## config.mk

```make
export PLATFORM = sky130hd
export DESIGN_NAME = afisaj_semafor
export DESIGN_NICKNAME = d
export VERILOG_FILES = /design/src/rtl/semafor_pkg.sv /design/src/rtl/bcd_to_7seg.sv /design/src/rtl/afisaj_semafor.sv
export SDC_FILE = /design/constraint.sdc
export NUM_CORES = 1
export LEC_CHECK = 0
export CORE_UTILIZATION = 40
export DETAILED_ROUTE_END_ITERATION = 10
export PLACE_DENSITY = 0.62
export SYNTH_ARGS = -nofsm -noshare
export SYNTH_HDL_FRONTEND = slang
export SYNTH_SLANG_ARGS = --single-unit
```

## constraint.sdc

```tcl
create_clock -name clk -period 1.8 [get_ports clk]
set_input_delay 0.36 -clock clk [delete_from_list [all_inputs] [get_ports clk]]
set_output_delay 0.36 -clock clk [all_outputs]
set_load 0.005 [all_outputs]
```

## src/rtl/semafor_pkg.sv

```systemverilog
// Shared state codes, BCD helper and 7-segment patterns for the traffic-light display.
package semafor_pkg;

  typedef enum logic [2:0] {
    ST_ROSU        = 3'b000,
    ST_VERDE       = 3'b001,
    ST_GALBEN      = 3'b010,
    ST_INTERMITENT = 3'b111
  } stare_t;

  typedef struct packed {
    logic [3:0] zeci;
    logic [3:0] unit;
  } bcd_t;

  typedef struct packed {
    logic rosu;
    logic galben;
    logic verde;
    logic err;
    logic gol;
  } lampi_t;

  // Active-low {g,f,e,d,c,b,a}
  localparam logic [6:0] SEG_BLANK = 7'h7F;
  localparam logic [6:0] SEG_0     = 7'h40;
  localparam logic [6:0] SEG_1     = 7'h79;
  localparam logic [6:0] SEG_2     = 7'h24;
  localparam logic [6:0] SEG_3     = 7'h30;
  localparam logic [6:0] SEG_4     = 7'h19;
  localparam logic [6:0] SEG_5     = 7'h12;
  localparam logic [6:0] SEG_6     = 7'h02;
  localparam logic [6:0] SEG_7     = 7'h78;
  localparam logic [6:0] SEG_8     = 7'h00;
  localparam logic [6:0] SEG_9     = 7'h10;

  function automatic bcd_t to_bcd(input int v);
    bcd_t r;
    r.zeci = 4'(v / 10);
    r.unit = 4'(v % 10);
    return r;
  endfunction

endpackage

```

## src/rtl/bcd_to_7seg.sv

```systemverilog
// One BCD digit to an active-low 7-segment pattern; codes above 9 render blank.
module bcd_to_7seg
  import semafor_pkg::*;
(
  input  logic [3:0] bcd,
  output logic [6:0] seg
);

  always_comb begin
    seg = SEG_BLANK;
    case (bcd)
      4'd0: seg = SEG_0;
      4'd1: seg = SEG_1;
      4'd2: seg = SEG_2;
      4'd3: seg = SEG_3;
      4'd4: seg = SEG_4;
      4'd5: seg = SEG_5;
      4'd6: seg = SEG_6;
      4'd7: seg = SEG_7;
      4'd8: seg = SEG_8;
      4'd9: seg = SEG_9;
      default: ;
    endcase
  end

endmodule

```

## src/rtl/afisaj_semafor.sv

```systemverilog
// Traffic-light state decoder with per-state BCD countdown on a 2-digit muxed display.
// Optional macro BLINK_VERDE_EN: green lamp blinks during the last 3 seconds of green.
module afisaj_semafor
  import semafor_pkg::*;
#(
  parameter int CLK_PER_SEC = 50_000_000,
  parameter int MUX_DIV     = 50_000,
  parameter int T_ROSU      = 30,
  parameter int T_VERDE     = 25,
  parameter int T_GALBEN    = 3
) (
  input  logic       clk,
  input  logic       rst,
  input  logic [2:0] stare_semafor,
  output logic       lumina_rosu,
  output logic       lumina_galben,
  output logic       lumina_verde,
  output logic [6:0] seg,
  output logic [1:0] an,
  output logic       err
);

  localparam int PW = (CLK_PER_SEC > 1) ? $clog2(CLK_PER_SEC) : 1;
  localparam int MW = (MUX_DIV > 1) ? $clog2(MUX_DIV) : 1;
  localparam logic [PW-1:0] PRESC_TC = PW'(CLK_PER_SEC - 1);
  localparam logic [MW-1:0] MUX_TC   = MW'(MUX_DIV - 1);
  localparam bcd_t BCD_ROSU   = to_bcd(T_ROSU);
  localparam bcd_t BCD_VERDE  = to_bcd(T_VERDE);
  localparam bcd_t BCD_GALBEN = to_bcd(T_GALBEN);

  logic [2:0]    stare_q;
  logic          chg, tick;
  logic [PW-1:0] presc;
  bcd_t          cnt_q, cnt_load;
  logic          blink;
  logic [MW-1:0] mux_cnt;
  logic          sel_zeci;
  logic [3:0]    cifra;
  logic [6:0]    seg_cifra;
  logic          verde_on;
  lampi_t        lampi_d;

  assign chg  = (stare_semafor != stare_q);
  // A state change restarts the second, so it always beats a coincident tick.
  assign tick = (presc == PRESC_TC) && !chg;

  always_comb begin
    cnt_load = '0;
    case (stare_semafor)
      ST_ROSU:   cnt_load = BCD_ROSU;
      ST_VERDE:  cnt_load = BCD_VERDE;
      ST_GALBEN: cnt_load = BCD_GALBEN;
      default: ;
    endcase
  end

  always_ff @(posedge clk) begin
    if (rst) begin
      stare_q <= ST_ROSU;
      presc   <= '0;
      cnt_q   <= BCD_ROSU;
      blink   <= 1'b0;
    end else begin
      stare_q <= stare_semafor;
      if (chg) begin
        presc <= '0;
        cnt_q <= cnt_load;
        blink <= 1'b0;
      end else begin
        presc <= (presc == PRESC_TC) ? '0 : presc + PW'(1);
        if (tick) begin
          blink <= ~blink;
          if (cnt_q != '0) begin
            if (cnt_q.unit == 4'd0) begin
              cnt_q.unit <= 4'd9;
              cnt_q.zeci <= cnt_q.zeci - 4'd1;
            end else begin
              cnt_q.unit <= cnt_q.unit - 4'd1;
            end
          end
        end
      end
    end
  end

`ifdef BLINK_VERDE_EN
  assign verde_on = (cnt_q.zeci == 4'd0 && cnt_q.unit <= 4'd3) ? blink : 1'b1;
`else
  assign verde_on = 1'b1;
`endif

  always_comb begin
    lampi_d = '0;
    case (stare_q)
      ST_ROSU:   lampi_d.rosu   = 1'b1;
      ST_VERDE:  lampi_d.verde  = verde_on;
      ST_GALBEN: lampi_d.galben = 1'b1;
      ST_INTERMITENT: begin
        lampi_d.galben = blink;
        lampi_d.gol    = 1'b1;
      end
      default: begin
        lampi_d.galben = blink;
        lampi_d.gol    = 1'b1;
        lampi_d.err    = 1'b1;
      end
    endcase
  end

  always_ff @(posedge clk) begin
    if (rst) begin
      lumina_rosu   <= 1'b0;
      lumina_galben <= 1'b0;
      lumina_verde  <= 1'b0;
      err           <= 1'b0;
    end else begin
      lumina_rosu   <= lampi_d.rosu;
      lumina_galben <= lampi_d.galben;
      lumina_verde  <= lampi_d.verde;
      err           <= lampi_d.err;
    end
  end

  assign cifra = sel_zeci ? cnt_q.zeci : cnt_q.unit;

  bcd_to_7seg u_bcd (
    .bcd (cifra),
    .seg (seg_cifra)
  );

  // The mux keeps cycling in blank modes so the anode duty stays uniform.
  always_ff @(posedge clk) begin
    if (rst) begin
      mux_cnt  <= '0;
      sel_zeci <= 1'b0;
      seg      <= SEG_BLANK;
      an       <= 2'b11;
    end else begin
      if (mux_cnt == MUX_TC) begin
        mux_cnt  <= '0;
        sel_zeci <= ~sel_zeci;
      end else begin
        mux_cnt <= mux_cnt + MW'(1);
      end
      an  <= sel_zeci ? 2'b01 : 2'b10;
      seg <= (lampi_d.gol || (sel_zeci && cnt_q.zeci == 4'd0)) ? SEG_BLANK : seg_cifra;
    end
  end

endmodule

```

# After elaboration in Yosys (flattened, before gate mapping)
# Cells that the tools add are included.
dict set report word_totals {
  out_inout_bits 13
  register_bits 68
  in_bits 5
}
dict set report classes {
  n_addsub 4
  bitwise_logic 2
  n_mux 14
  eq_ne 17
  reduce_logical 22
}
# operator count
set op_table {}
lappend op_table {{one-hot mux 7 bit (10 select lines)} 1}
lappend op_table {{adder 26 x 1 -> 26 bit (second input constant)} 1}
lappend op_table {{equality test 26 bit (second input constant)} 1}
lappend op_table {{2-to-1 mux 8 bit} 3}
lappend op_table {{one-hot mux 6 bit (3 select lines)} 1}
lappend op_table {{adder 16 x 1 -> 16 bit (second input constant)} 1}
lappend op_table {{equality test 16 bit (second input constant)} 1}
lappend op_table {{equality test 4 x 3 -> 1 bit (second input constant)} 4}
lappend op_table {{zero test 4 bit} 3}
lappend op_table {{2-to-1 mux 4 bit} 3}
lappend op_table {{equality test 4 x 2 -> 1 bit (second input constant)} 2}
lappend op_table {{equality test 4 bit (second input constant)} 2}
lappend op_table {{nonzero test 8 bit} 1}
lappend op_table {{OR reduction 2 bit} 4}
lappend op_table {{subtractor 4 x 1 -> 4 bit (second input constant)} 2}
lappend op_table {{equality test 3 x 1 -> 1 bit (second input constant)} 2}
lappend op_table {{equality test 3 x 2 -> 1 bit (second input constant)} 2}
lappend op_table {{zero test 3 bit} 2}
lappend op_table {{nonzero test 2 bit} 3}
lappend op_table {{OR reduction 3 bit} 2}
lappend op_table {{equality test 4 x 1 -> 1 bit (second input constant)} 1}
lappend op_table {{2-to-1 mux 1 bit} 4}
lappend op_table {{OR reduction 4 bit} 1}
lappend op_table {{equality test 3 bit (second input constant)} 1}
lappend op_table {{other kinds (9)} 11}

# Longest topological paths before layout
# Gate-level depths: netlist of the first run.
dict set report depth {
  depth_word 5
  depth_mapped 7
  ltp_nobuf 7
}

# Cells and area by module
# From an unflattened synthesis of the first run, not the netlist that was laid out.
dict set report hier_totals {
  cells_unflattened 346
  hier_area_um2 3129.3
}
# module cells_per_inst area_per_inst_um2 n_inst seq_area_each_um2
set by_module_without_submodules {}
lappend by_module_without_submodules {afisaj_semafor 320 2960.3 1 1361.3}
lappend by_module_without_submodules {bcd_to_7seg 26 168.9 1 0.0}

# Least setup slack after synthesis of the first run
# OpenSTA, ideal clock, no wires.
dict set report synth_path {
  path_type {reg-to-reg}
  start {register presc[0]}
  end {register cnt_q[5] (netlist bit)}
  path_slack_ns -0.073
  t_arrival_ns 1.746
  setup_ns 0.127
  required_time_ns 1.673
  n_path_buf 0
  path_stages_with_launch 7
  synth_period_minus_slack_ns 1.873
  path_cell_list {dfxtp_1 -> ha_1 -> nand2_1 -> nor4_4 -> nand3_2 -> mux2_4 -> or3b_1}
}
dict set report synth_via {
  elab_chain_len 4
}
# element line_no
set synth_rtl {}
lappend synth_rtl {{from (decl)} afisaj_semafor.sv:33} ;# logic [PW-1:0] presc;
lappend synth_rtl {{from (signal assigned)} afisaj_semafor.sv:70} ;# presc <= (presc == PRESC_TC) ? '0 : presc + PW'(1);
lappend synth_rtl {{equality test 26 bit} afisaj_semafor.sv:45} ;# assign tick = (presc == PRESC_TC) && !chg;
lappend synth_rtl {{logical AND 1 bit} afisaj_semafor.sv:45}
lappend synth_rtl {{nonzero test 2 bit (no line)} n/a}
lappend synth_rtl {{AND reduction 3 bit (no line)} n/a}
lappend synth_rtl {{to (signal assigned)} afisaj_semafor.sv:67} ;# cnt_q <= cnt_load;
lappend synth_rtl {{to (decl)} afisaj_semafor.sv:34} ;# bcd_t cnt_q, cnt_load;
# Every way passes these cells.
# A chain may end at the register's enable or synchronous reset.

# Final worst setup path of the first run
dict set report layout_path {
  start {register presc[1]}
  end {register cnt_q[5] (netlist bit)}
}
# Same word-level chain as after synthesis.

==> results of run 1 <==
==> cell type report <==
cell class | count | area [sq um] | share of cell area
clock inverter | 6 | 111 | 0.0273
clock buffer | 10 | 138 | 0.0338
inverter | 7 | 26.3 | 0.00644
tap | 99 | 124 | 0.0304
multi-input combinational | 256 | 1700 | 0.417
sequential | 68 | 1370 | 0.336
timing repair buffer | 74 | 606 | 0.149
==> sequential cells by signal, summed over array words and instances, names as in the netlist, 2 cells and up <==
name     flops
mux_cnt     16
cnt_q        8
stare_q      3
presc       26
an           2
seg          7
==> how the worst min path moves through the flow <==
stage,to,startpoint,cells after the start,slack [ps]
after global placement,mux_cnt[0]$_SDFF_PP0_,mux_cnt[0]$_SDFF_PP0_,1,440
final,mux_cnt[0]$_SDFF_PP0_,mux_cnt[0]$_SDFF_PP0_,1,460
after detailed placement,mux_cnt[0]$_SDFF_PP0_,mux_cnt[0]$_SDFF_PP0_,1,450
after floorplan,presc[0]$_SDFF_PP0_,presc[0]$_SDFF_PP0_,1,400
after global routing,mux_cnt[0]$_SDFF_PP0_,mux_cnt[0]$_SDFF_PP0_,1,510
after CTS,mux_cnt[0]$_SDFF_PP0_,mux_cnt[0]$_SDFF_PP0_,1,470
==> cell usage after synthesis, types with 2 or more instances <==
| cell type | number |
|---|---|
| nor3_1 | 6 |
| or2_2 | 4 |
| xor2_1 | 19 |
| nor2b_1 | 4 |
| clkbuf_1 | 7 |
| buf_2 | 3 |
| inv_1 | 7 |
| nand3b_1 | 3 |
| nand2_1 | 28 |
| a31oi_1 | 3 |
| and4_1 | 7 |
| and2_1 | 2 |
| xnor2_1 | 31 |
| ha_1 | 4 |
| nand4_1 | 13 |
| nor3b_1 | 2 |
| mux2i_1 | 3 |
| o31ai_1 | 2 |
| nand3_1 | 15 |
| o21ai_0 | 5 |
| nor2_1 | 66 |
| dfxtp_1 | 68 |
| a21oi_1 | 5 |
| and3_1 | 8 |
| nor4_1 | 7 |
==> cells by family (layout without fill, tap and decap cells) <==
family                   Yosys count  count (layout)  synth area share
AO/OA/AOI/OAI                     20              20            0.0444
buffers and inverters             18              97            0.0257
flip-flops                        68              68             0.444
XOR/XNOR                          50              50             0.143
AND/OR/NAND/NOR                  177             177             0.309
multiplexers                       5               5            0.0183
adder cells (fa/ha/maj)            4               4            0.0163
==> routing by layer <==
metal	up-vias	track usage	wire [microns]
met5	-	0	0
met4	0	0.0851	125
met3	12	0.0356	161
met2	33	0.283	2910
met1	1193	0.223	3100
li1	1324	-	-
==> power by group through the flow <==
stage	clock, mW	sequential (mW)	combinational, mW
3_5_place_dp	0	1.60	0.243
5_1_grt	1.65	1.57	0.289
6_report	1.55	1.57	0.256
2_1_floorplan	0	1.60	0.115
4_1_cts	1.57	1.57	0.249
3_3_place_gp	0	1.60	0.241
==> what timing repair did <==
item | in CTS | in global routing
resized for setup | 3 | 14
setup endpoints to repair | 1 | 29
pin swaps | 4 | 6
buffers inserted | 2 | 0
==> metrics, run 1 <==
status completed; design area around 4100 sq um; commonest cells after routing, fill and taps aside nor2_1 (64), dfxtp_1 (60), buf_4 (55); final worst-path cycle share 0.996; WS Path Type reg2reg; Flop pwr share 0.464; Placement Setup Slack -190 ps; DR vias/cell 4.93; core area 7330 sq um; dpl cells 502; combinational power share 0.076; Power, Total roughly 3.4 mW; total of max-cap violations 0; DRT Wirelength 6290 microns; Mapped Cells 342; Synth Register Bits 68; Setup TNS Final 0 ps; clk slew on worst S/H paths about 80 ps; initial antenna violation count 0; ANT cells 0; boundary pin count 18; final std cells w/o fill 520; Main synth FF type dfxtp_1; WP buf/inv 0; CTS max path bufs 2; CTS Buf Count 9; Layout Skew 12.6 ps; Tmin final 1790 ps; drt pass-1 iters 4; row count 31; nets 425; Die Ht 89.6 microns; Data required, critical path 2030 ps; die area 8030 sq um; Final GP Congestion ~0.80; Tightest Pin Transition between 300 and 400 ps; synth warn 0; Clk pwr share 0.460; synth unique cells 45; Hold Vio Cnt, Final 0; share of cells above drive strength 1 0.257; sequence of cells on the critical path ha_4 -> nand2_4 -> nor4_4 -> nand3_2 -> mux2_4 -> or3b_1; HPWL after DPL 4540 microns; GRT Resource Usage Total 0.175; Worst path depth 6; Post-Syn Area per Cell 8.97 sq um; total placed instance area 3750 sq um; Peak VDD IR 413 uV; top cell type's share of synthesized area 0.444; P&R area growth vs syn 32.9%; flop-to-flop setup slack 8 ps; crit end category register; Register-to-Register Path Depth 6; NetSw 0.733 mW; Max Slew Vio Count 0; Arr. time, crit path between 2000 and 2500 ps; syn nets 351; Int Pwr 2.64 mW; PortBufs 17; Final ANT Viol Nets 0; Post-synth EDFFs 0; first-pass GRT wire length roughly 11,000 microns; post-layout util 0.556; Synth area leader dfxtp_1; Fill cells roughly 640; worst hold path class reg2reg; Sw Share 0.217; Worst Setup EP cnt_q[5]$_SDFFE_PP1P_; Seq/Total Area, Yosys 0.444; crit path launch presc[1]$_SDFF_PP0_; relative slew slack 0.750; hold_buf cts 0; GR Overflow Total 0; Starting Density 0.419; CTS tree yes; Cell Area, Synth 3070 sq um; CP delay by family, top simple AND/OR/NAND/NOR gates; CP peak stage delay between 300 and 400 ps; largest net degree at the start of global routing 14; commonest non-fill, non-tap cell in the layout nor2_1; CTS H-tree depth 3; worst hold slack 465 ps; final setup vio count 0; Area contributors post-synth dfxtp_1 (44%), xnor2_1 (8.8%), nor2_1 (8.1%), xor2_1 (5.4%), nand2_1 (3.4%); final worst slack ~7.6 ps; CP Max Fanout 3; unrepaired setup endpoints after global routing true; Chip Width 89.6 microns; Sink Count 68; RR Startpoint presc[1]$_SDFF_PP0_; Clk Latency, worst-skew pair ~340 ps; vias in the first global route 2,368; ys async rst share 0; WL per Instance 12.1 microns; Clock Root Buffer clkbuf_8; Pwr Density 828 nW/um^2; P_leak 1.55 nW; critical path startpoint category register; DRC viols 0; Vias 2,562; CP max stage cell dfxtp_2; DR iter-0 viols between 100 and 150; FMAX between 500 and 600 MHz; reg2reg end cnt_q[5]$_SDFFE_PP1P_
No activity file was read; power rests on OpenSTA's default activity.
==> run 2: changes to the inputs <==
clock period = 1.5 ns   (was 1.8 ns; I/O delays follow)
==> run 2 against run 1 <==
Clock skew is 2.2 ps lower. The run now ends with setup timing left. Sequential share of layout area is 6.3 points lower. Maximum frequency is 1.9% lower. Worst hold slack worse by 34 ps. Largest power group is now clock. Clock-buffer cell count is 1 lower.
==> metrics, run 2 (synthesized netlist as in run 1, its figures left out) <==
combinational power share 0.105; CTS max path bufs 2; WL per Instance between 15 and 20 microns; NetSw 1.01 mW; Chip Width 89.6 microns; design area 5050 sq um; Vias approximately 2.9k; Final GP Congestion 0.815; unrepaired setup endpoints after global routing true; Layout Skew approximately 10 ps; commonest non-fill, non-tap cell in the layout buf_4; Tmin final 1830 ps; vias in the first global route between 2k and 3k; max reg flops 26; DRC viols 0; Die Ht 89.6 microns; GRT Resource Usage Total 0.212; DR iter-0 viols 130; first-pass GRT wire length 12,600 microns; Int Pwr 3.21 mW; Tightest Pin Transition 358 ps; FMAX 548 MHz; CP Max Fanout 2; clk slew on worst S/H paths 80 ps; failing checks setup timing; crit path launch presc[0]$_SDFF_PP0_; Final ANT Viol Nets 0; Sw Share 0.240; relative slew slack 0.760; Largest Register presc; Starting Density 0.419; critical path startpoint category register; row count 31; crit end category register; Data required, critical path 1740 ps; final worst slack -326 ps; share of cells above drive strength 1 0.484; Clock Root Buffer clkbuf_8; status finished, violations left; Placement Setup Slack -407 ps; P_leak 2.07 nW; core area ~7300 sq um; initial antenna violation count 0; drt pass-1 iters 4; WS Path Type reg2reg; Arr. time, crit path 2070 ps; CTS tree yes; final setup vio count 41; Max Slew Vio Count 0; DR vias/cell 5.14; boundary pin count 18; total of max-cap violations 0; commonest cells after routing, fill and taps aside buf_4 (92), dfxtp_1 (52), nor2_1 (38); final worst-path cycle share 1.22; Clk Latency, worst-skew pair 360 ps; largest net degree at the start of global routing 14; CTS Buf Count 9; die area 8030 sq um; DRT Wirelength 8810 microns; RR Startpoint presc[0]$_SDFF_PP0_; P&R area growth vs syn 64.6%; hold_buf cts 0; HPWL after DPL 5050 microns; CTS H-tree depth 3; ANT cells 0; hold path startpoint mux_cnt[0]$_SDFF_PP0_; total placed instance area around 4100 sq um; worst hold path class reg2reg; Flop pwr share 0.444; biggest regs presc: 26 flops, mux_cnt: 16 flops, cnt_q: 8 flops; Pwr Density 835 nW/um^2; Hold Vio Cnt, Final 0; PortBufs 17; nets between 400 and 500; Clk pwr share 0.451; Sink Count 68; GR Overflow Total 0; Peak VDD IR between 400 and 500 uV
==> run 2: power by group through the flow <==
stage	sequential (mW)	clock, mW	combinational, mW
final	1.87	1.90	0.442
after global routing	1.88	2.01	0.479
after CTS	1.87	1.90	0.392
after detailed placement	1.92	0	0.340
after global placement	1.91	0	0.335
after floorplan	1.92	0	0.142
==> run 2: area by class of cell <==
cell class | instances | area (sq um)
tap | 99 | 124
inverter | 7 | 26.3
clock inverter | 7 | 124
multi-input combinational | 256 | 2140
clock buffer | 9 | 124
sequential | 68 | 1380
fill | 512 | 2280
timing repair buffer | 124 | 1130
==> run 2: per-stage QoR <==
stage          utilization  hold WS [ps]  power [mW]  std cells  TNS [ps]
3_3_place_gp         0.556           441        2.25        532    -11620
3_5_place_dp         0.556           454        2.25        532    -14050
5_1_grt              0.689           450        4.37        570     -9810
6_report             0.689           431        4.22        570     -7510
4_1_cts              0.627           473        4.17        561     -7300
2_1_floorplan            -           372        2.06        342      -879
==> run 2: metal layers <==
| metal | vias up | part of all wire | GRT usage |
|---|---|---|---|
| met3 | 21 | 0.040 | 0.0548 |
| li1 | 1419 | - | - |
| met5 | - | 0 | 0 |
| met1 | 1422 | 0.42 | 0.251 |
| met4 | 0 | 0.021 | 0.0736 |
| met2 | 69 | 0.51 | 0.371 |
==> run 2: final timing paths <==
check / to / slack, ps / cells past startpoint
setup / recovery: cnt_q[5]$_SDFFE_PP1P_ / -330 / 6
hold / removal: mux_cnt[0]$_SDFF_PP0_ / 430 / 1
setup reg to reg: cnt_q[5]$_SDFFE_PP1P_ / -330 / 6
hold reg to reg: mux_cnt[0]$_SDFF_PP0_ / 430 / 1
==> run 2: repair_timing <==
action,CTS,global route
resized for setup,31,99
gates cloned,3,0
setup buffers,12,10
endpoints found under the setup margin,40,67
endpoints found under the hold margin,0,0
pin swaps,22,46
==> run 2: worst max-delay path, cell delays in order, from the launching register on <==
cell,delay [ps]
dfxtp_2,360
ha_4,150
nand2_4,60
nor4_4,340
nand3_4,130
mux2_4,310
or3b_1,360
==> run 3: changes to the inputs <==
CTS_BUF_LIST = sky130_fd_sc_hd__clkbuf_2 sky130_fd_sc_hd__clkbuf_4 sky130_fd_sc_hd__clkbuf_8   (was default)
==> results of run 3 <==
No change in the layout: final DEF, timing and power equal those of run 2.
